--- config.mk ---
export PLATFORM = sky130hd
export DESIGN_NAME = serial_lut_bank
export DESIGN_NICKNAME = d
export VERILOG_FILES = /design/src/rtl/serial_lut_pkg.sv /design/src/rtl/lut_frame_ctrl.sv /design/src/rtl/serial_lut_bank.sv
export SDC_FILE = /design/constraint.sdc
export NUM_CORES = 1
export LEC_CHECK = 0
export CAP_MARGIN = 20
export CORE_ASPECT_RATIO = 1.1
export CORE_MARGIN = 1
export CORE_UTILIZATION = 40
export CTS_BUF_LIST = sky130_fd_sc_hd__clkbuf_2
export CTS_CLUSTER_DIAMETER = 40
export CTS_CLUSTER_SIZE = 25
export DETAILED_ROUTE_END_ITERATION = 8
export PLACE_DENSITY = 0.54
export SYNTH_ARGS = -nofsm -noshare
export SYNTH_HDL_FRONTEND = slang
export SYNTH_SLANG_ARGS = --single-unit
--- constraint.sdc ---
create_clock -name clk -period 3 [get_ports clk]
set_clock_uncertainty 0.15 [all_clocks]
set_input_delay 0.75 -clock clk [delete_from_list [all_inputs] [get_ports clk]]
set_output_delay 0.75 -clock clk [all_outputs]
set_load 0.005 [all_outputs]
--- src/rtl/serial_lut_pkg.sv ---
// Shared types and size helpers for the double-buffered serial LUT.
package serial_lut_pkg;

  typedef enum logic [1:0] {
    IDLE     = 2'd0,
    SHIFT    = 2'd1,
    COMMIT   = 2'd2,
    WAIT_REL = 2'd3
  } lut_state_e;

  function automatic int table_bits(
    input int in_w,
    input int out_w
  );
    return (1 << in_w) * out_w;
  endfunction

  function automatic int cnt_width(
    input int tbits
  );
    return $clog2(tbits + 1);
  endfunction

endpackage

--- src/rtl/lut_frame_ctrl.sv ---
// Frame FSM for serial_lut_bank: counts serial bits, flags short
// frames and produces shift/commit strobes plus status pulses.
module lut_frame_ctrl
  import serial_lut_pkg::*;
#(
  parameter int TABLE_BITS = 48,
  parameter int CNT_W      = cnt_width(TABLE_BITS)
) (
  input  logic clk,
  input  logic rst,
  input  logic cs_n_i,
  output logic shift_en_o,
  output logic commit_en_o,
  output logic load_done_o,
  output logic load_err_o,
  output logic busy_o
);

  localparam logic [CNT_W-1:0] LAST = CNT_W'(TABLE_BITS);
  localparam logic [CNT_W-1:0] ONE  = CNT_W'(1);

  lut_state_e       state_q, state_d;
  logic [CNT_W-1:0] cnt_q, cnt_d;
  logic             done_q, done_d;
  logic             err_q, err_d;
  logic             busy_q, busy_d;

  always_comb begin
    state_d    = state_q;
    cnt_d      = cnt_q;
    shift_en_o = 1'b0;
    err_d      = 1'b0;
    unique case (state_q)
      IDLE: begin
        if (!cs_n_i) begin
          shift_en_o = 1'b1;
          cnt_d      = ONE;
          state_d    = (LAST == ONE) ? COMMIT : SHIFT;
        end
      end
      SHIFT: begin
        if (cs_n_i) begin
          err_d   = 1'b1;
          cnt_d   = '0;
          state_d = IDLE;
        end else begin
          shift_en_o = 1'b1;
          cnt_d      = cnt_q + ONE;
          if (cnt_d == LAST) state_d = COMMIT;
        end
      end
      COMMIT: begin
        cnt_d   = '0;
        state_d = WAIT_REL;
      end
      WAIT_REL: begin
        if (cs_n_i) state_d = IDLE;
      end
      default: state_d = IDLE;
    endcase
    // Status flags are registered from the next state so they
    // line up exactly with the state they describe.
    done_d = (state_d == COMMIT);
    busy_d = (state_d != IDLE);
  end

  always_ff @(posedge clk) begin
    if (rst) begin
      state_q <= IDLE;
      cnt_q   <= '0;
      done_q  <= 1'b0;
      err_q   <= 1'b0;
      busy_q  <= 1'b0;
    end else begin
      state_q <= state_d;
      cnt_q   <= cnt_d;
      done_q  <= done_d;
      err_q   <= err_d;
      busy_q  <= busy_d;
    end
  end

  assign commit_en_o = (state_q == COMMIT);
  assign load_done_o = done_q;
  assign load_err_o  = err_q;
  assign busy_o      = busy_q;

endmodule

--- src/rtl/serial_lut_bank.sv ---
// Double-buffered serial-load LUT with registered lookups.
// Optional shadow readback port dout: SERIAL_LUT_READBACK_EN.
module serial_lut_bank
  import serial_lut_pkg::*;
#(
  parameter int IN_WIDTH  = 4,
  parameter int OUT_WIDTH = 3
) (
  input  logic                 clk,
  input  logic                 rst,
  input  logic                 d,
  input  logic                 cs_n,
  input  logic                 lookup_valid,
  input  logic [IN_WIDTH-1:0]  sel,
  output logic                 out_valid,
  output logic [OUT_WIDTH-1:0] out,
  output logic                 load_done,
  output logic                 load_err,
  output logic                 busy
`ifdef SERIAL_LUT_READBACK_EN
  ,
  output logic                 dout
`endif
);

  localparam int TBITS = table_bits(IN_WIDTH, OUT_WIDTH);
  localparam int CNT_W = cnt_width(TBITS);

  logic                 shift_en;
  logic                 commit_en;
  logic [TBITS-1:0]     shadow_q, shadow_d;
  logic [TBITS-1:0]     active_q, active_d;
  logic [OUT_WIDTH-1:0] out_q, out_d;
  logic                 out_valid_q;
  logic [OUT_WIDTH-1:0] entry;

  lut_frame_ctrl #(
    .TABLE_BITS (TBITS),
    .CNT_W      (CNT_W)
  ) u_ctrl (
    .clk         (clk),
    .rst         (rst),
    .cs_n_i      (cs_n),
    .shift_en_o  (shift_en),
    .commit_en_o (commit_en),
    .load_done_o (load_done),
    .load_err_o  (load_err),
    .busy_o      (busy)
  );

  assign entry = active_q[int'(sel)*OUT_WIDTH +: OUT_WIDTH];

  always_comb begin
    shadow_d = shadow_q;
    active_d = active_q;
    out_d    = out_q;
    if (shift_en)     shadow_d = {shadow_q[TBITS-2:0], d};
    if (commit_en)    active_d = shadow_q;
    if (lookup_valid) out_d    = entry;
  end

  always_ff @(posedge clk) begin
    if (rst) begin
      shadow_q    <= '0;
      active_q    <= '0;
      out_q       <= '0;
      out_valid_q <= 1'b0;
    end else begin
      shadow_q    <= shadow_d;
      active_q    <= active_d;
      out_q       <= out_d;
      out_valid_q <= lookup_valid;
    end
  end

  assign out       = out_q;
  assign out_valid = out_valid_q;

`ifdef SERIAL_LUT_READBACK_EN
  logic dout_q;

  // Old shadow bits fall out of the MSB as new ones enter.
  always_ff @(posedge clk) begin
    if (rst)           dout_q <= 1'b0;
    else if (shift_en) dout_q <= shadow_q[TBITS-1];
  end

  assign dout = dout_q;
`endif

endmodule

# Word level (Yosys, flattened, before mapping)

Cells that the tools add are included.

Shift-type cells: 1
Reductions and logical operators: 6
Eq/ne operators: 6
$add $sub $neg: 1
Muxes and demuxes: 11
Bitwise logic cells: 1
Multiply operators: 1

Operators with widths:

| operator            | count |
|---|---|
| $shiftx 48x7->3     | 1 |
| $pmux 6 s3          | 1 |
| $mux 6              | 2 |
| $mux 2              | 4 |
| $pmux 2 s4          | 1 |
| $add 6x1->6 const B | 1 |
| $eq 2x2->1 const B  | 3 |
| $eq 6x6->1 const B  | 1 |
| $mul 4x2->6 const B | 1 |
| $reduce_or 2->1     | 2 |
| $mux 1              | 3 |
| $reduce_bool 3->1   | 1 |
| $eq 2x1->1 const B  | 1 |
| $logic_not 2->1     | 1 |
| $ne 2x2->1 const B  | 1 |
| $reduce_and 2->1    | 1 |
| $reduce_bool 2->1   | 1 |
| $not 1->1           | 1 |

Input port bits: 9
Logic and storage cells: 36
Output and inout bits: 7
Bits in registers: 111

# Logic depth before layout (Yosys ltp)

Gate-level depths: netlist of the first run.

Word-level depth: 6
Mapped depth: 8
Mapped depth without buffers: 7

# Cells and area by module

From an unflattened synthesis of the first run, not the netlist that was laid out.

Cell total of the unflattened synthesis: 459
Area, all modules: 4,621.9 um2

Modules (own cells, without submodules):

| module          | times used | sequential area each (um2) | area an instance (um2) | cells an instance |
|---|---|---|---|---|
| serial_lut_bank | 1          | 2,001.9                    | 3,947.5                | 381 |
| lut_frame_ctrl  | 1          | 220.2                      | 674.4                  | 78 |

# Worst setup path before layout of the first run

OpenSTA, ideal clock, no wires.

Path type: input -> register
Start: input port sel[2]
End: register out_q[0] (netlist: out[0])
Arrival: 1.602 ns
Required time: 2.728 ns
Stages on the path: 7
Setup time: 0.122 ns
Slack: 1.126 ns
Path buffers: 3
Cell sequence: buf_6 -> buf_12 -> buf_12 -> mux2i_1 -> nand2_1 -> a32oi_1 -> o21ai_1

Word-level cells in the longest chain between the ends: 2

RTL lines:

| item                 | RTL line              | text |
|---|---|---|
| from (decl)          | serial_lut_bank.sv:14 | `input logic [IN_WIDTH-1:0] sel,` |
| $mul 4x2->6          | serial_lut_bank.sv:51 | `assign entry = active_q[int'(sel)*OUT_WIDTH +: OUT_WIDTH];` |
| $shiftx 48x7->3      | serial_lut_bank.sv:51 |  |
| to (signal assigned) | serial_lut_bank.sv:71 | `out_q <= out_d;` |
| to (decl)            | serial_lut_bank.sv:33 | `logic [OUT_WIDTH-1:0] out_q, out_d;` |

Every way passes these cells.
A chain may end at the register's enable or synchronous reset.

# Final worst setup path of the first run

Start: register u_ctrl.state_q[1]
End: register shadow_q[12]

Word-level cells in the longest chain between the ends: 3
Elaborated cells between the ends (all ways): 4
Classes of those cells: eq/ne: 1; mux: 1; reduce/logical: 2

RTL lines:

| item                                                 | RTL line              | text |
|---|---|---|
| from (decl)                                          | lut_frame_ctrl.sv:22  | `lut_state_e state_q, state_d;` |
| from (signal assigned)                               | lut_frame_ctrl.sv:75  | `state_q <= state_d;` |
| $eq 2x1->1 / $logic_not 2->1 (equally long branches) | lut_frame_ctrl.sv:33  | `unique case (state_q)` |
| $reduce_or 2->1 (no line) (*)                        | -                     |  |
| $mux 1 (*)                                           | -                     |  |
| to (signal assigned)                                 | serial_lut_bank.sv:69 | `shadow_q <= shadow_d;` |
| to (decl)                                            | serial_lut_bank.sv:31 | `logic [TBITS-1:0] shadow_q, shadow_d;` |

Every way passes the cells marked *; elsewhere a longest branch is shown, timed or not.

==> results of run 1 <==
[routing by layer]
layer	up-vias	track usage (%)
li1	1683	-
met1	1552	21.9
met2	34	28.1
met3	14	3.00
met4	0	9.30
met5	-	0
[cell families after synthesis]
group,share of synthesized area [%]
simple gates,17.8
flops,49.2
compound gates,10.9
mux,16.0
buf+inv,4.49
fa+ha+maj,1.66
[placed cells by master (no fill, tap or decap), types with 2 or more instances in the layout]
master / Yosys / routed
a21oi_1: 56 / 56
a22o_1: 3 / 3
a22oi_1: 6 / 6
a32oi_1: 3 / 3
and2_1: 3 / 3
buf_12: 2 / 3
buf_4: 6 / 4
bufinv_16: 0 / 2
clkbuf_2: 0 / 9
clkdlybuf4s50_1: 0 / 14
clkinv_2: 0 / 2
dfxtp_1: 111 / 111
ha_1: 6 / 5
inv_1: 2 / 2
mux2i_1: 72 / 72
nand2_1: 105 / 105
nand2b_1: 2 / 2
nand3_1: 5 / 5
nor2_1: 62 / 61
nor2b_1: 5 / 5
nor3b_1: 3 / 3
o21ai_0: 6 / 6
o21ai_1: 4 / 4
[power by group through the flow]
stage	Sequential, uW	Combinational, uW	Clock (uW)
after floorplan	1530	138	0
after global placement	1530	196	0
after detailed placement	1530	198	0
after CTS	1500	198	781
after global routing	1510	213	848
final	1500	195	754
[sequential cells by signal, summed over array words and instances, names as in the netlist]
name                flops
active_q               48
out                     3
out_valid               1
shadow_q               48
u_ctrl.busy_o           1
u_ctrl.cnt_q            6
u_ctrl.load_done_o      1
u_ctrl.load_err_o       1
u_ctrl.state_q          2
[worst max-delay path, cell delays in order (launching register included)]
cell	delay, ns
dfxtp_1	0.50
inv_1	0.09
ha_1	0.26
nor2_1	0.24
or2_2	0.82
nand2_1	0.14
a21oi_1	0.16
[path summary, 6_finish.rpt]
kind / cells past startpoint / endpoint / slack [ns]
setup / recovery: 6 / shadow_q[12] / 0.56
hold / removal: 2 / shadow_q[16] / 0.33
setup reg to reg: 6 / shadow_q[12] / 0.56
hold reg to reg: 2 / shadow_q[16] / 0.33
[layout make-up]
| class | instances | area, sq um |
|---|---|---|
| inverter | 2 | 7.51 |
| sequential | 111 | 2220 |
| multi-input combinational | 355 | 2100 |
| clock buffer | 9 | 45.0 |
| fill | 1080 | 6080 |
| tap | 147 | 184 |
| clock inverter | 6 | 86.3 |
| timing repair buffer | 21 | 230 |
[through the flow]
| stage | std cells | utilization (%) | worst slack (ns) |
|---|---|---|---|
| floorplan | 500 | - | 1.13 |
| global placement | 636 | 43.3 | 0.430 |
| detailed placement | 636 | 43.3 | 0.409 |
| CTS | 651 | 44.5 | 0.513 |
| global route | 651 | 44.5 | 0.342 |
| finish | 651 | 44.5 | 0.557 |
==> out/qor.yml, run 1 <==
outcome: "completed"
synth-seq-area-share_pct: 49.2
period_share_pct: 81.4
startpoint: "u_ctrl.state_q[1]"
tritoncts: "built"
p_int_uw: 1830
power_uw: 2450
globalRouteOverflowTotal: 0
grt_pass1_wl_um: 15400
whs_ns: 0.328
stdcell_area_sq_mm: 0.00488
ys_types: 37
drt_iter0_drc: 123
cts.sinks: 111
ctsResizeCount: 0
yosysTopAreaCell: "dfxtp_1"
routed-wl-met2_um: 4490
ir_worst_vdd_mv: 0.235
cellLeakagePower_uw: 0.00162
synth_ff_type: "dfxtp_1"
max_freq_ghz: 0.409
worst_hold_startpoint: "shadow_q[15]"
placed_cell_area_sq_mm: 0.00475
firstDrtPassIters: 4
crit_fanout: 48
clkPwrFrac_pct: 30.8
yosys_warnings: 0
synth_edf_count: 0
reg2reg_from: "u_ctrl.state_q[1]"
wl_per_cell_um: 14.4
wl_met3_um: 199
num_vias: 3283
cts_setup_buffers: 0
arrival_ns: 2.83
cp-end-kind: "flip-flop"
synth.cell_area_sq_mm: 0.00452
p_sw_uw: 623
rsz0062_at_grt: "false"
fp.dieW_um: 103
grt_max_degree: 53
vias_per_cell: 5.04
clockBufferDepth: 2
hold_buffers: 0
seq_power_share_pct: 61.3
area_growth_syn_to_layout_pct: 7.98
initial_utilization_pct: 41.2
final_period_minus_worst_setup_slack_ns: 2.44
synth_top_cell_area_share_pct: 49.2
grtUsageTotal_pct: 17.4
htree_levels: 3
core.rowCount: 40
synth-seq-cells: 111
clk_latency_ns: 0.60
diodes: 0
hold_path_class: "reg -> reg"
core_area_sq_mm: 0.0110
yosysMostFrequentCell: "dfxtp_1"
start_kind: "flip-flop"
p_comb_share_pct: 7.9
synthTopCellsByCount: "dfxtp_1, nand2_1, mux2i_1"
critPathRequiredTime_ns: 3.39
ant_nets: 0
dpl.hpwl_um: 5810
place.gp.congestion: 0.798
finalHoldViolations: 0
first_global_vias: 3107
synth_cells: 500
crit_type: "reg -> reg"
wl_um: 9350
drv_cap: 0
clkTransAtPathRegs_ns: 0.28
port_buffers: 15
io_pins: 16
drc: 0
syn_nets: 515
tightest_slew_ns: 0.992
powerDensity_mw_per_mm2: 503
finalSetupViolCount: 0
cts_buffers: 9
postSynth.asyncResetShare_pct: 0
top_layer_used: "met4"
die-area_sq_mm: 0.0117
cts_root_buf: "clkbuf_2"
synthTopCellsByArea: "dfxtp_1, mux2i_1, nand2_1"
die_h_um: 113
layout-drive-gt1-share_pct: 5.75
wl_met1_um: 4420
tns_ns: 0
relSlewSlack_pct: 33.9
final_max_slew_viol_count: 0
syn_avg_cell_area_sq_um: 9.04
antenna_found_initial: 0
num-nets-final: 515
p_sw_share_pct: 25.4
Power figures use the tool's default switching activity.
==> run 2, diff against run 1 <==
Clock period 3 ns to 2.35 ns, I/O delays scaled along.
==> run 2 against run 1 <==
First-iteration DRC count up 28%. Routed wire length down 0.22%. Clock power up 8.1%. Largest cell class unchanged. Highest routed layer unchanged.
==> out/qor.yml, run 2 (synthesis results as in run 1) <==
hold_path_class: "in -> reg"  # was reg -> reg
nFillCells: 1101  # was 1080
cp.depth: 1  # was 6
cts_setup_buffers: 0  # unchanged
crit_fanout: 2  # was 48
max_stage_delay_ns: 0.50  # was 0.82 ns
antenna_found_initial: 0  # unchanged
cts_root_buf: "clkbuf_2"  # unchanged
cellLeakagePower_uw: 0.00165  # was 0.00162 uW
drc: 0  # unchanged
final_common_cell: "dfxtp_1"  # unchanged
num-nets-final: 521  # was 515
layout-drive-gt1-share_pct: 7.06  # was 5.75%
grtUsageTotal_pct: 17.3  # was 17.4%
critPathTopFamily: "buffers and inverters"  # was simple AND/OR/NAND/NOR gates
tns_ns: 0  # unchanged
first_global_vias: 3048  # was 3107
area_growth_syn_to_layout_pct: 8.92  # was 7.98%
initial_utilization_pct: 41.2  # unchanged
diodes: 0  # unchanged
layout.cells.most_common_list: "dfxtp_1, nand2_1, mux2i_1, nor2_1, a21oi_1"  # unchanged
period_share_pct: 95.1
placed_cell_area_sq_mm: 0.00482  # was 0.00475 sq mm
critPathRequiredTime_ns: 1.61  # was 3.39 ns
fp.dieW_um: 103  # unchanged
max_freq_ghz: 0.447
stdcell_area_sq_mm: 0.00492  # was 0.00488 sq mm
cp_cell_sequence: "clkdlybuf4s50_1"  # was inv_1 -> ha_1 -> nor2_1 -> or2_2 -> nand2_1 -> a21oi_1
finalSetupViolCount: 0  # unchanged
clk_latency_ns: 0.58  # was 0.60 ns
htree_levels: 3  # unchanged
fin_util_pct: 44.9  # was 44.5%
clockBufferDepth: 2  # unchanged
slowest_stage: "clkdlybuf4s50_1"  # was or2_2
cts.sinks: 111  # unchanged
port_buffers: 15  # unchanged
relSlewSlack_pct: 56.7  # was 33.9%
firstDrtPassIters: 4  # unchanged
die_h_um: 113  # unchanged
wl_per_cell_um: 14.2  # was 14.4 um
grt_pass1_wl_um: 15500  # was 15400 um
wl_um: 9320  # was 9350 um
hold_end: "u_ctrl.cnt_q[0]"  # was shadow_q[16]
io_pins: 16  # unchanged
outcome: "completed"  # unchanged
core_area_sq_mm: 0.0110  # unchanged
ir_worst_vdd_mv: 0.248  # was 0.235 mV
powerDensity_mw_per_mm2: 609  # was 503 mW/mm^2
critPathBufInv: 1  # unchanged
dpl.hpwl_um: 6030  # was 5810 um
reg2reg_from: "u_ctrl.state_q[0]"  # was u_ctrl.state_q[1]
power_uw: 3000  # was 2450 uW
tritoncts: "built"  # unchanged
worst_hold_startpoint: "rst"  # was shadow_q[15]
clkTransAtPathRegs_ns: 0.28  # about the same
core.rowCount: 40  # unchanged
cp-end-kind: "output port"  # was flip-flop
die-area_sq_mm: 0.0117  # unchanged
drv_cap: 0  # unchanged
cts_buffers: 9  # unchanged
stdcell_count: 657  # was 651
final_max_slew_viol_count: 0  # unchanged
largestRegisters: "active_q (48), shadow_q (48), u_ctrl.cnt_q (6)"  # unchanged
place.gp.congestion: 0.794  # was 0.798
grt_max_degree: 83  # was 53
reg2reg_slack_ns: 0.33  # was 0.56 ns
num_vias: 3280  # was 3283
globalRouteOverflowTotal: 0  # unchanged
final_period_minus_worst_setup_slack_ns: 2.23
finalHoldViolations: 0  # unchanged
reg2reg_to: "active_q[44]"  # was shadow_q[12]
min_path_cells: 2  # unchanged
start_kind: "flip-flop"  # unchanged
reg2reg_depth: 5  # was 6
vias_per_cell: 4.99  # was 5.04
arrival_ns: 1.50  # was 2.83 ns
drt_iter0_drc: 157  # was 123
dpl.cell_count: 642  # was 636
rsz0062_at_grt: "false"  # unchanged
crit_type: "reg -> out"  # was reg -> reg
tightest_slew_ns: 0.649  # was 0.992 ns
ant_nets: 0  # unchanged
run 2: layout make-up:
type	count	area (sq um)	area share [%]
Inverter	2	7.51	0.153
Tap cell	147	184	3.74
Clock buffer	10	50.0	1.02
Clock inverter	5	50.0	1.02
Timing Repair Buffer	27	300	6.10
Sequential cell	111	2230	45.2
Multi-Input combinational cell	355	2100	42.7
run 2: power breakdown:
part / total [uW] / internal [uW] / switching, uW
Clock: 815 / 235 / 580
Sequential: 1920 / 1900 / 12.5
Combinational: 264 / 99.5 / 165
run 2: timing repair:
item / 4_1_cts / 5_1_grt
hold buffers: 0 / 0
setup endpoints to repair: 0 / 3
resized for setup: 0 / 3
run 2: stage by stage:
stage          setup WS, ns  hold WS, ns
6_report              0.115       0.0616
5_1_grt            0.000524      0.00126
4_1_cts             0.00626       0.0192
3_5_place_dp         0.0319        0.306
3_3_place_gp         0.0661        0.298
2_1_floorplan         0.638        0.286
run 2: per-layer routing:
metal / vias up / wire, um / share of wire [%] / GRT usage, %
met5: - / 0 / 0 / 0
met4: 0 / 131 / 1.4 / 5.73
met3: 9 / 224 / 2.4 / 4.29
met2: 25 / 4420 / 47 / 27.3
met1: 1539 / 4540 / 49 / 23.0
li1: 1707 / - / - / -
run 2: worst max-delay path by stage:
stage               startpoint      to  slack, ns
floorplan               sel[2]  out[0]       0.64
global placement        sel[2]  out[2]       0.07
detailed placement      sel[2]  out[2]       0.03
CTS                     out[2]  out[2]      0.006
global route            out[2]  out[2]     0.0005
finish                  out[2]  out[2]       0.12
run 2: worst register-to-register path: cells and delay by family (launching register included):
| family | cells | cell delay [ns] |
|---|---|---|
| buffers and inverters | 2 | 0.49 |
| adder cells (fa/ha/maj) | 1 | 0.62 |
| multiplexers | 1 | 0.21 |
| flip-flops | 1 | 0.41 |
| AND/OR/NAND/NOR | 1 | 0.05 |
==> run 3, diff against run 2 <==
Settings changed: MAX_ROUTING_LAYER from default to met4, SETUP_SLACK_MARGIN from default to 0.15.
==> run 3 against run 2 <==
Hold slack better by 0.0024 ns. Utilization hardly changed. Global-route usage up 0.52 points. Critical endpoint is now u_ctrl.load_done_o. Power about the same. Maximum frequency increased by 11%.
==> out/qor.yml, run 3 (synthesis results as in run 1) <==
first_global_vias: 3053  # was 3048
hold_buffers: 0  # unchanged
finalHoldViolations: 0  # unchanged
nFillCells: 1107  # was 1101
drc: 0  # unchanged
multi_input_area_sq_mm: 0.00210  # unchanged
wl_um: 9370  # was 9320 um
clockBufferDepth: 2  # unchanged
firstDrtPassIters: 4  # unchanged
relSlewSlack_pct: 57.0  # was 56.7%
num-nets-final: 522  # was 521
clk_latency_ns: 0.57  # was 0.58 ns
cts_buffers: 9  # unchanged
die-area_sq_mm: 0.0117  # unchanged
tightest_slew_ns: 0.644  # was 0.649 ns
cellLeakagePower_uw: 0.00168  # was 0.00165 uW
largestRegisters: "active_q (48), shadow_q (48), u_ctrl.cnt_q (6)"  # unchanged
drv_cap: 0  # unchanged
dpl.hpwl_um: 6030  # unchanged
rsz0062_at_grt: "false"  # unchanged
post-place-ws_ns: 0.0319  # unchanged
ir_worst_vdd_mv: 0.248  # about the same
cts_root_buf: "clkbuf_2"  # unchanged
placed_cell_area_sq_mm: 0.00482  # unchanged
timing.final.ws_setup_ns: 0.333  # was 0.115 ns
wl_per_cell_um: 14.2  # about the same
final_period_minus_worst_setup_slack_ns: 2.02  # was 2.23 ns
place.gp.congestion: 0.806  # was 0.794
io_pins: 16  # unchanged
whs_ns: 0.0640  # was 0.0616 ns
finalSetupViolCount: 0  # unchanged
port_buffers: 15  # unchanged
crit_type: "reg -> reg"  # was reg -> out
diodes: 0  # unchanged
cp-end-kind: "flip-flop"  # was output port
core.rowCount: 40  # unchanged
die_h_um: 113  # unchanged
power_uw: 3000  # about the same
crit_fanout: 19  # was 2
final_max_slew_viol_count: 0  # unchanged
initial_utilization_pct: 41.2  # unchanged
num_vias: 3303  # was 3280
area_growth_syn_to_layout_pct: 8.89  # was 8.92%
arrival_ns: 2.38  # was 1.50 ns
htree_levels: 3  # unchanged
fp.dieW_um: 103  # unchanged
max_freq_ghz: 0.496  # was 0.447 GHz
layout-drive-gt1-share_pct: 7.24  # was 7.06%
regArea_sq_mm: 0.00223  # unchanged
final_common_cell: "dfxtp_1"  # unchanged
tns_ns: 0  # unchanged
outcome: "completed"  # unchanged
grt_pass1_wl_um: 15500  # about the same
start_kind: "flip-flop"  # unchanged
core_area_sq_mm: 0.0110  # unchanged
globalRouteOverflowTotal: 0  # unchanged
drt_iter0_drc: 170  # was 157
stdcell_area_sq_mm: 0.00492  # about the same
critPathRequiredTime_ns: 2.72  # was 1.61 ns
period_share_pct: 85.8  # was 95.1%
powerDensity_mw_per_mm2: 610  # was 609 mW/mm^2
hold_path_class: "in -> reg"  # unchanged
tritoncts: "built"  # unchanged
layout.cells.most_common_list: "dfxtp_1, nand2_1, mux2i_1, nor2_1, a21oi_1"  # unchanged
ant_nets: 0  # unchanged
clkTransAtPathRegs_ns: 0.27  # was 0.28 ns
cts.sinks: 111  # unchanged
antenna_found_initial: 0  # unchanged
grt_max_degree: 83  # unchanged
grtUsageTotal_pct: 17.8  # was 17.3%
vias_per_cell: 5.02  # was 4.99
==> run 3: cell types whose count changed in the layout (fill, tap and decap cells not counted) <==
cell and change:
clkdlybuf4s50_1 -7, dlygate4sd2_1 +7, buf_4 +1
==> run 3: cell type report <==
class	count	area share [%]
Clock buffer	10	1.02
Clock inverter	5	1.02
Inverter	2	0.153
Multi-Input combinational cell	355	42.8
Sequential cell	111	45.2
Tap cell	147	3.74
Timing Repair Buffer	28	6.08
==> run 3: metal layers <==
layer	share of wire [%]	up-vias	global-route usage (%)	wire (um)
li1	-	1707	-	-
met1	48	1545	23.1	4500
met2	47	42	27.2	4440
met3	3.2	9	4.23	296
met4	1.4	0	5.73	127
met5	0	-	-	0
==> run 3: what timing repair did <==
item | CTS | global route
setup endpoints to repair | 7 | 0
setup buffers | 1 | 0
resized for setup | 10 | 0
==> run 3: worst paths after layout <==
path	start	endpoint	slack, ns	cells after the start
max	u_ctrl.state_q[0]	u_ctrl.load_done_o	0.33	6
max reg2reg	u_ctrl.state_q[0]	u_ctrl.load_done_o	0.33	6
min	rst	u_ctrl.cnt_q[0]	0.06	2
min reg2reg	shadow_q[35]	shadow_q[36]	0.33	2
==> run 3: where the power goes <==
part           internal (uW)  leakage, uW  switching [uW]
clock                    235    0.0000629             586
combinational           95.6     0.000718             165
sequential              1900     0.000897            12.0
total                   2240      0.00168             763
==> run 3: stage by stage <==
stage | utilization (%) | std cells
after floorplan | - | 500
after global placement | 43.9 | 642
after detailed placement | 43.9 | 642
after CTS | 44.9 | 658
after global routing | 44.9 | 658
final | 44.9 | 658
==> run 3: worst max-delay path, stage by stage (launching register included) <==
cell and delay [ns]:
dfxtp_1 0.41, inv_1 0.12, ha_2 0.61, nor2_1 0.11, o21ai_0 0.21, o31ai_1 0.15, nor3b_2 0.21
